===== config.mk =====
export PLATFORM = sky130hd
export DESIGN_NAME = if_fetch_unit
export DESIGN_NICKNAME = d
export VERILOG_FILES = /design/src/rtl/if_fetch_unit.sv
export SDC_FILE = /design/constraint.sdc
export NUM_CORES = 1
export LEC_CHECK = 0
export ABC_AREA = 1
export CAP_MARGIN = 5
export CORE_MARGIN = 2
export CORE_UTILIZATION = 40
export CTS_BUF_LIST = sky130_fd_sc_hd__clkbuf_4 sky130_fd_sc_hd__clkbuf_8 sky130_fd_sc_hd__clkbuf_16
export CTS_CLUSTER_DIAMETER = 80
export DETAILED_ROUTE_END_ITERATION = 8
export HOLD_SLACK_MARGIN = 0.02
export PLACE_DENSITY = 0.83
export SLEW_MARGIN = 20
export SYNTH_ARGS = -nofsm -noshare
export SYNTH_HDL_FRONTEND = slang
export SYNTH_SLANG_ARGS = --single-unit

===== constraint.sdc =====
create_clock -name CLK -period 3.85 [get_ports CLK]
set_input_delay 0.385 -clock CLK [delete_from_list [all_inputs] [get_ports CLK]]
set_output_delay 0.385 -clock CLK [all_outputs]
set_load 0.1 [all_outputs]

===== src/rtl/if_fetch_unit.sv =====
// Instruction-fetch stage: owns the PC, picks the next PC and runs the
// request/ready handshake with instruction memory, including wait states and stalls.
module if_fetch_unit #(
    parameter logic [31:0] RESET_VECTOR = 32'h0000_0000,
    parameter logic [31:0] EXC_VECTOR   = 32'h0000_0080
) (
    input  logic        CLK,
    input  logic        RST,
    input  logic        PCWrite_en,
    input  logic        Exception_en,
    input  logic        JR_en,
    input  logic [31:0] JR_target,
    input  logic        Jump_en,
    input  logic [31:0] Jump_target,
    input  logic        Branch_taken,
    input  logic [31:0] Branch_target,
    input  logic        Imem_ready,
    input  logic [31:0] Imem_rdata,
    output logic        Imem_req,
    output logic [31:0] Imem_addr,
    output logic [31:0] PC,
    output logic [31:0] PCPlusBy4,
    output logic [31:0] InstrMem_o,
    output logic        Fetch_valid,
    output logic        Flush_en
);

    typedef enum logic [1:0] {StFetch, StHold, StDrain} state_t;

    state_t      state_q, state_d;
    logic [31:0] pc_q, pc_d;
    logic [31:0] buf_q, buf_d;
    logic [31:0] redirect_pc_q, redirect_pc_d;
    logic        redirect;
    logic [31:0] target_raw;
    logic [31:0] target;
    logic [31:0] pc_plus4;

    assign redirect = Exception_en | JR_en | Jump_en | Branch_taken;

    always_comb begin
        target_raw = Branch_target;
        if (Exception_en) begin
            target_raw = EXC_VECTOR;
        end else if (JR_en) begin
            target_raw = JR_target;
        end else if (Jump_en) begin
            target_raw = Jump_target;
        end
    end

    assign target    = {target_raw[31:2], 2'b00};
    assign pc_plus4  = pc_q + 32'd4;
    assign PC        = pc_q;
    assign Imem_addr = pc_q;
    assign PCPlusBy4 = pc_plus4;
    assign Flush_en  = redirect & ~RST;

    always_comb begin
        state_d       = state_q;
        pc_d          = pc_q;
        buf_d         = buf_q;
        redirect_pc_d = redirect_pc_q;
        Imem_req      = 1'b0;
        Fetch_valid   = 1'b0;
        InstrMem_o    = '0;
        unique case (state_q)
            StFetch: begin
                Imem_req = 1'b1;
                if (Imem_ready) begin
                    if (redirect) begin
                        pc_d = target;
                    end else if (PCWrite_en) begin
                        Fetch_valid = 1'b1;
                        InstrMem_o  = Imem_rdata;
                        pc_d        = pc_plus4;
                    end else begin
                        buf_d   = Imem_rdata;
                        state_d = StHold;
                    end
                end else if (redirect) begin
                    // Access already in flight: remember where to go once it completes.
                    redirect_pc_d = target;
                    state_d       = StDrain;
                end
            end
            StHold: begin
                if (redirect) begin
                    pc_d    = target;
                    state_d = StFetch;
                end else if (PCWrite_en) begin
                    Fetch_valid = 1'b1;
                    InstrMem_o  = buf_q;
                    pc_d        = pc_plus4;
                    state_d     = StFetch;
                end
            end
            StDrain: begin
                Imem_req = 1'b1;
                if (Imem_ready) begin
                    pc_d    = redirect ? target : redirect_pc_q;
                    state_d = StFetch;
                end else if (redirect) begin
                    redirect_pc_d = target;
                end
            end
            default: state_d = StFetch;
        endcase
        if (RST) begin
            Imem_req    = 1'b0;
            Fetch_valid = 1'b0;
            InstrMem_o  = '0;
        end
    end

    always_ff @(posedge CLK or posedge RST) begin
        if (RST) begin
            state_q       <= StFetch;
            pc_q          <= RESET_VECTOR;
            buf_q         <= '0;
            redirect_pc_q <= '0;
        end else begin
            state_q       <= state_d;
            pc_q          <= pc_d;
            buf_q         <= buf_d;
            redirect_pc_q <= redirect_pc_d;
        end
    end

endmodule


==> results by group <==
Clocking
  • Clock Sink Count: approximately 100
  • CTS root buffer: clkbuf_16
  • Reg clk slew, reported paths: 0.06 ns
  • Clock insertion delay at the later pin of the skew report: roughly 0.35 ns
  • Hold-fix buffers, CTS: 0
  • CTS-repair resized insts: 0
  • Max H-tree Level: 3
  • Clock tree from TritonCTS: done
  • Maximum count of clock buffers along a single path: 2
  • Postcts setup bufs: 0
  • TritonCTS buffer count: 9

Synth
  • Netlist Area Pre-Place: around 0.0064 sq mm
  • Synthesized area per cell: roughly 7 sq um
  • Flip-flop and latch count after synthesis: 98
  • Count of different cell masters after synthesis: 34
  • Synth Area in Adders: less than 1%
  • Synthesized Nets: 1058
  • Xor and xnor fraction of the mapped netlist area: 2.04%
  • Dominant combinational cell family by area after synthesis: simple AND/OR/NAND/NOR gates
  • Number of instances in the synthesized netlist: a little over 900
  • Proportion of synthesized chip area in sequential cells: about two fifths
  • Synthesized-area fraction occupied by and/or/nand/nor cells: around 31%
  • Share of synthesized area spent on multiplexers: under 10%
  • Area fraction in compound gates after synthesis: a little over an eighth
  • Synthesis warning total: 0

Worst setup path
  • Worst reg2reg path endpoint: buf_q[17]
  • Critical setup path kind: in2out
  • Worst reg2reg path startpoint: state_q[0]
  • Cell count of the worst reg-to-reg path: 5
  • Critical Path RT: roughly 3.5 ns
  • Crit path capture type: output port
  • Data arrival time of the critical path: approximately 2.6 ns
  • FF-to-FF setup slack: 1.71 ns
  • Highest net fanout along the worst path: 32
  • Startpoint Class: primary input

Hold path
  • Min-Delay Path Class: reg2reg
  • Destination of the worst hold path: buf_q[25]
  • Number of cells on the worst hold path: 1
  • Hold path startpoint: buf_q[25]

Finish
  • Antenna Diode Count: 0
  • Number of standard cells in the final layout excluding fillers: roughly 1300
  • Count of filler cells inserted in the layout: between 1000 and 1500
  • Final core utilization: about 60%
  • Fraction of layout cells with a size suffix above 1: 10.7%
  • Synth-to-Final Area Change: 48.2%
  • Final #Nets: 1257

Drt
  • Vias after detailed routing: between 6000 and 7000
  • Detailed-route wire length: ~21000 um
  • Pre-antenna DRT Iters: 5
  • Routed wirelength normalized by instance count: roughly 15 um
  • Number of DRC markers after the initial detailed-route iteration: 395
  • Number of nets with antenna violations after routing: 0
  • Vias per inst: 5.11
  • DRC violations left: 0

Pwr
  • Switching share of power: 56.9%
  • Leak Pwr: just over 4 nW
  • Share of total power in the clock network: ~16%
  • Worst vdd rail ir drop: ~0.8 mV
  • Total net switching power: 3.37 mW
  • Internal Dissipation: ~2.6 mW
  • Pwr/cell area: 621 mW/mm^2
  • Part of the total power dissipated in combinational logic: 59.3%
  • Sequential Power Share: 25.0%

Die
  • Floorplan die area: approximately 0.017 sq mm
  • Initial standard-cell utilization of the core: between 40% and 50%
  • Number of top-level pins: approximately 270
  • Floorplan die width: around 130 um
  • Placeable Area: roughly 0.016 sq mm
  • Site row count: 46
  • Vertical die dimension: roughly 130 um

GRT
  • Largest net degree at the start of global routing: 67
  • First-pass GRT wire length: roughly 32000 um
  • Via count of the first global-routing pass: 6632
  • Number of antenna violations at the first check in global routing: 0
  • Global routing usage summed across all routing layers: about a quarter
  • Grt ovf: 0

Timing
  • Maximum frequency from static timing analysis: ~330 MHz
  • Pins Over Slew Limit: 0
  • Final setup violating endpoints: 0
  • Actual slew at the worst max-slew pin: approximately 1.1 ns
  • Setup_tns: 0 ns
  • Min Hold Slack: 0.490 ns
  • Slew HR: 29.4%
  • Tcrit/Tclk final: 77.6%
  • Minimum clock period: 2.99 ns
  • Worst clock skew on the final layout: ~0.011 ns
  • Unrepaired setup endpoints after global routing: false
  • Final hold violation count: 0

Place
  • Post-placement cell count: around 1300
  • Total half-perimeter wirelength after legalization and detailed placement: approximately 16000 um
  • Input/output buffers: 260
  • Final weighted congestion of routability-driven global placement: between 0.8 and 0.9

Run status
  • Result of the run: completed

Job
  • Max-cap violations: 0
[cell families (layout without fill, tap and decap cells)]
kind of cell	count (synthesis)	count (layout)
simple gates	489	489
compound gates	160	160
buf+inv	127	331
flops	98	98
mux	31	31
xor+xnor	15	15
fa+ha+maj	1	1
[worst max-delay path by stage]
stage	from	endpoint	slack [ns]	cells after the start
3_3_place_gp	JR_en	InstrMem_o[11]	0.93	9
6_report	JR_en	InstrMem_o[24]	0.86	9
5_1_grt	JR_en	InstrMem_o[24]	0.70	9
2_1_floorplan	RST	InstrMem_o[10]	0.004	4
3_5_place_dp	JR_en	InstrMem_o[11]	0.87	9
4_1_cts	JR_en	InstrMem_o[24]	0.89	9
[registers in the layout, summed over array words and instances (netlist names)]
| name | cells |
|---|---|
| Imem_addr | 32 |
| buf_q | 32 |
| redirect_pc_q | 32 |
| state_q | 2 |
[worst max-delay path, stage by stage]
cell	delay [ns]
clkdlybuf4s50_1	0.47
nor2_1	0.19
nand2_4	0.14
nor2_1	0.18
nand3_1	0.13
inv_2	0.43
nand2_1	0.15
a21oi_1	0.29
buf_12	0.22
[placed cells by master, fill, tap and decap left out, types with 3 or more instances in the layout]
cell             instances
dfrtp_1                 98
inv_1                   37
and2_1                   6
inv_2                    5
nand3b_1                 5
nand2_1                322
xnor2_1                  3
o21ai_0                 53
o22ai_1                  3
clkbuf_16                9
xor2_2                   4
a21oi_1                 60
mux2_1                  28
o211ai_1                 6
nor2_1                 112
xor2_1                   6
clkdlybuf4s50_1        198
nor2_2                   7
a31oi_1                 23
mux2_2                   3
nand3_1                 26
o21ai_1                 10
buf_12                  34
buf_4                   39
nor2_4                   5
[layout make-up]
type	count	area [sq um]	area share (%)
multi-input cells	696	3380	35.5
repair buffers	271	2960	31.0
inverters	44	169	1.77
clock inverters	4	51.3	0.538
well taps	216	270	2.83
clock buffers	12	254	2.66
flip-flops and latches	98	2450	25.7
[stage by stage]
step	instance area (sq um)	total power, mW	setup slack [ns]
3_5_place_dp	9230	5.01	0.872
4_1_cts	9530	5.96	0.890
5_1_grt	9530	6.17	0.700
6_report	9530	5.92	0.864
3_3_place_gp	9230	4.98	0.934
2_1_floorplan	6480	4.25	0.00421
[layer usage]
metal	wire length [um]	GRT usage, %	vias up
li1	-	-	3331
met5	0	0	-
met4	624	10.0	0
met1	8010	27.7	3177
met2	10400	44.9	302
met3	1610	4.80	42
[synthesized netlist by cell type, drive strengths merged]
master | number | area share [%]
nand2 | 324 | 19
nor2 | 124 | 8.0
dfrtp | 98 | 38
o21ai | 63 | 4.9
a21oi | 60 | 4.7
buf | 60 | 6.2
inv | 44 | 2.6
mux2 | 31 | 5.4
nand3 | 27 | 2.2
a31oi | 23 | 2.2
clkbuf | 23 | 1.3
xor2 | 10 | 1.4
and2 | 6 | 0.58
o211ai | 6 | 0.70
nand3b | 5 | 0.58
xnor2 | 5 | 0.68
o22ai | 3 | 0.29
a22oi | 2 | 0.23
nand4 | 2 | 0.19
a41oi | 1 | 0.14
ha | 1 | 0.19
o2111ai | 1 | 0.14
o21bai | 1 | 0.12
or2 | 1 | 0.097
[power by group through the flow]
stage	clock [mW]	sequential (mW)	combinational, mW
global placement	0	1.48	3.50
finish	0.932	1.48	3.51
detailed placement	0	1.50	3.52
global route	1.00	1.51	3.66
floorplan	0	2.10	2.15
CTS	0.956	1.48	3.53
Note: power is estimated with default switching activity, not from simulation.
==> edit, RTL diff (same flow settings) <==
`buf_q` no longer has a reset.
--- a/src/rtl/if_fetch_unit.sv
+++ b/src/rtl/if_fetch_unit.sv
@@ -119,3 +119,2 @@
             pc_q          <= RESET_VECTOR;
-            buf_q         <= '0;
             redirect_pc_q <= '0;
@@ -124,3 +123,2 @@
             pc_q          <= pc_d;
-            buf_q         <= buf_d;
             redirect_pc_q <= redirect_pc_d;
@@ -129,2 +127,6 @@
 
+    always_ff @(posedge CLK) begin
+        buf_q <= buf_d;
+    end
+
 endmodule
Function: no difference found for any inputs over 4 cycles, from zero or initial values and one cycle with RST high; that may be too few to reach the edited logic, so the function may still have changed.
==> edit against the unedited design <==
Routed wire length is 5.5% lower; sequential cell count unchanged; register-to-register slack got worse by 0.03 ns; synthesized area rose by 1.2%; first-iteration DRC count up 63%; total power decreased by 2.1%; worst setup slack lost 0.27 ns; largest power group unchanged; sequential power fell by 5%; clock skew about the same; largest cell class unchanged; design area is 0.37% higher; critical path type unchanged.
==> edit: results (changes against the unedited design) <==
async set-or-reset flop fraction in the synthesized netlist=67.35% (-33 points); global routing usage summed across all routing layers=22.30% (-2.1 points); cell depth of the worst min-delay path=2 (+1); routed metal-1 wire length=8869 µm (+11%); Critical path destination=InstrMem_o[15]; post-route clock skew=0.01033 ns (-0.0001777 ns); NetSw=3.301 mW (-2.0%); Worst R2R End=Imem_addr[7]; met1 track demand over resource in global routing=31.62% (+3.9 points); status=complete, no violations; Crit-path slowest cell=sky130_fd_sc_hd__nor2_4; proportion of layout cells with a drive suffix above 1=11.96% (+1.3 points); Detail Route met3 WL=1068 µm (-34%); register-to-register path setup slack=1.68 ns (-0.03 ns); Data arrival, critical path=2.87 ns (+0.27 ns); met2 wire len=9300 µm (-11%); largest cells by area after synthesis=sky130_fd_sc_hd__dfrtp_1, sky130_fd_sc_hd__nand2_1, sky130_fd_sc_hd__edfxtp_1, sky130_fd_sc_hd__nor2_1, sky130_fd_sc_hd__buf_4; detailed-route vias per instance=4.935 (-3.4%); number of enable-type register cells in the synthesized netlist=32 (+32); DP Worst Slack=0.5866 ns (-0.2855 ns); Synth Net Count=1035 (-2.2%); proportion of synthesized chip area in sequential cells=40.13% (+2.0 points); Comb pwr share=59.6% (+0.3 points); number of nets in the layout=1236 (-1.7%); source of the worst hold timing path=redirect_pc_q[1]; leakage power figure=4.071 nW (-2.0%); maximum operating frequency=0.3076 GHz (-8.2%); routability-driven placement congestion ratio=0.8691 (about the same); worst hold slack across all endpoints=0.4921 ns (+0.002195 ns); wire length of the first global-routing pass=31530 µm (-2.5%); count of cell types in the netlist=40 (+18%); vias in the first global route=6000 (-9.5%); cell count of the worst reg-to-reg path=7 (+2); CP startpoint=Exception_en; end point of the worst hold path=redirect_pc_q[1]; list of most frequent post-synthesis cells=sky130_fd_sc_hd__nand2_1, sky130_fd_sc_hd__nor2_1, sky130_fd_sc_hd__dfrtp_1; pin slew with the least headroom to its limit=1.035 ns (-0.02065 ns); drt wl/cell=14.82 µm (-4.0%); number of gates resized after CTS=0 (unchanged); cell type group with the largest total delay on the critical path=simple AND/OR/NAND/NOR gates; Detailed Routing Iterations Pass 1=5 (unchanged); number of buffers inserted during clock tree synthesis=9 (unchanged); worst voltage drop across the vdd grid=505.0 µV (-37%); Crit Path Max Fanout=35 (+9.4%); DR iter-0 viols=645 (+63%); Post-Syn Area per Cell=7.249 µm² (+3.8%)
==> edit: cells by family after synthesis <==
kind of cell	count (synthesis)	share of synthesized area (%)
AND/OR/NAND/NOR	473	30.37
AO/OA/AOI/OAI	162	15.47
buffers and inverters	150	11.95
flip-flops	98	40.13
XOR/XNOR	14	1.884
adder cells (fa/ha/maj)	1	0.1922
==> edit: layout make-up <==
cell class | count | area [µm²]
Clock inverter | 4 | 50.05
Clock buffer | 12 | 254.0
Timing Repair Buffer | 271 | 2943
Fill cell | 1411 | 6316
Multi-Input combinational cell | 650 | 3178
Tap cell | 216 | 270.3
Sequential cell | 98 | 2613
Inverter | 69 | 261.5
==> edit: power groups by stage <==
stage	combinational, mW	clock, mW	sequential (mW)
4_1_cts	3.46	0.941	1.41
5_1_grt	3.58	0.975	1.44
3_5_place_dp	3.46	0	1.43
2_1_floorplan	2.12	0	2.05
6_report	3.46	0.926	1.41
3_3_place_gp	3.43	0	1.42
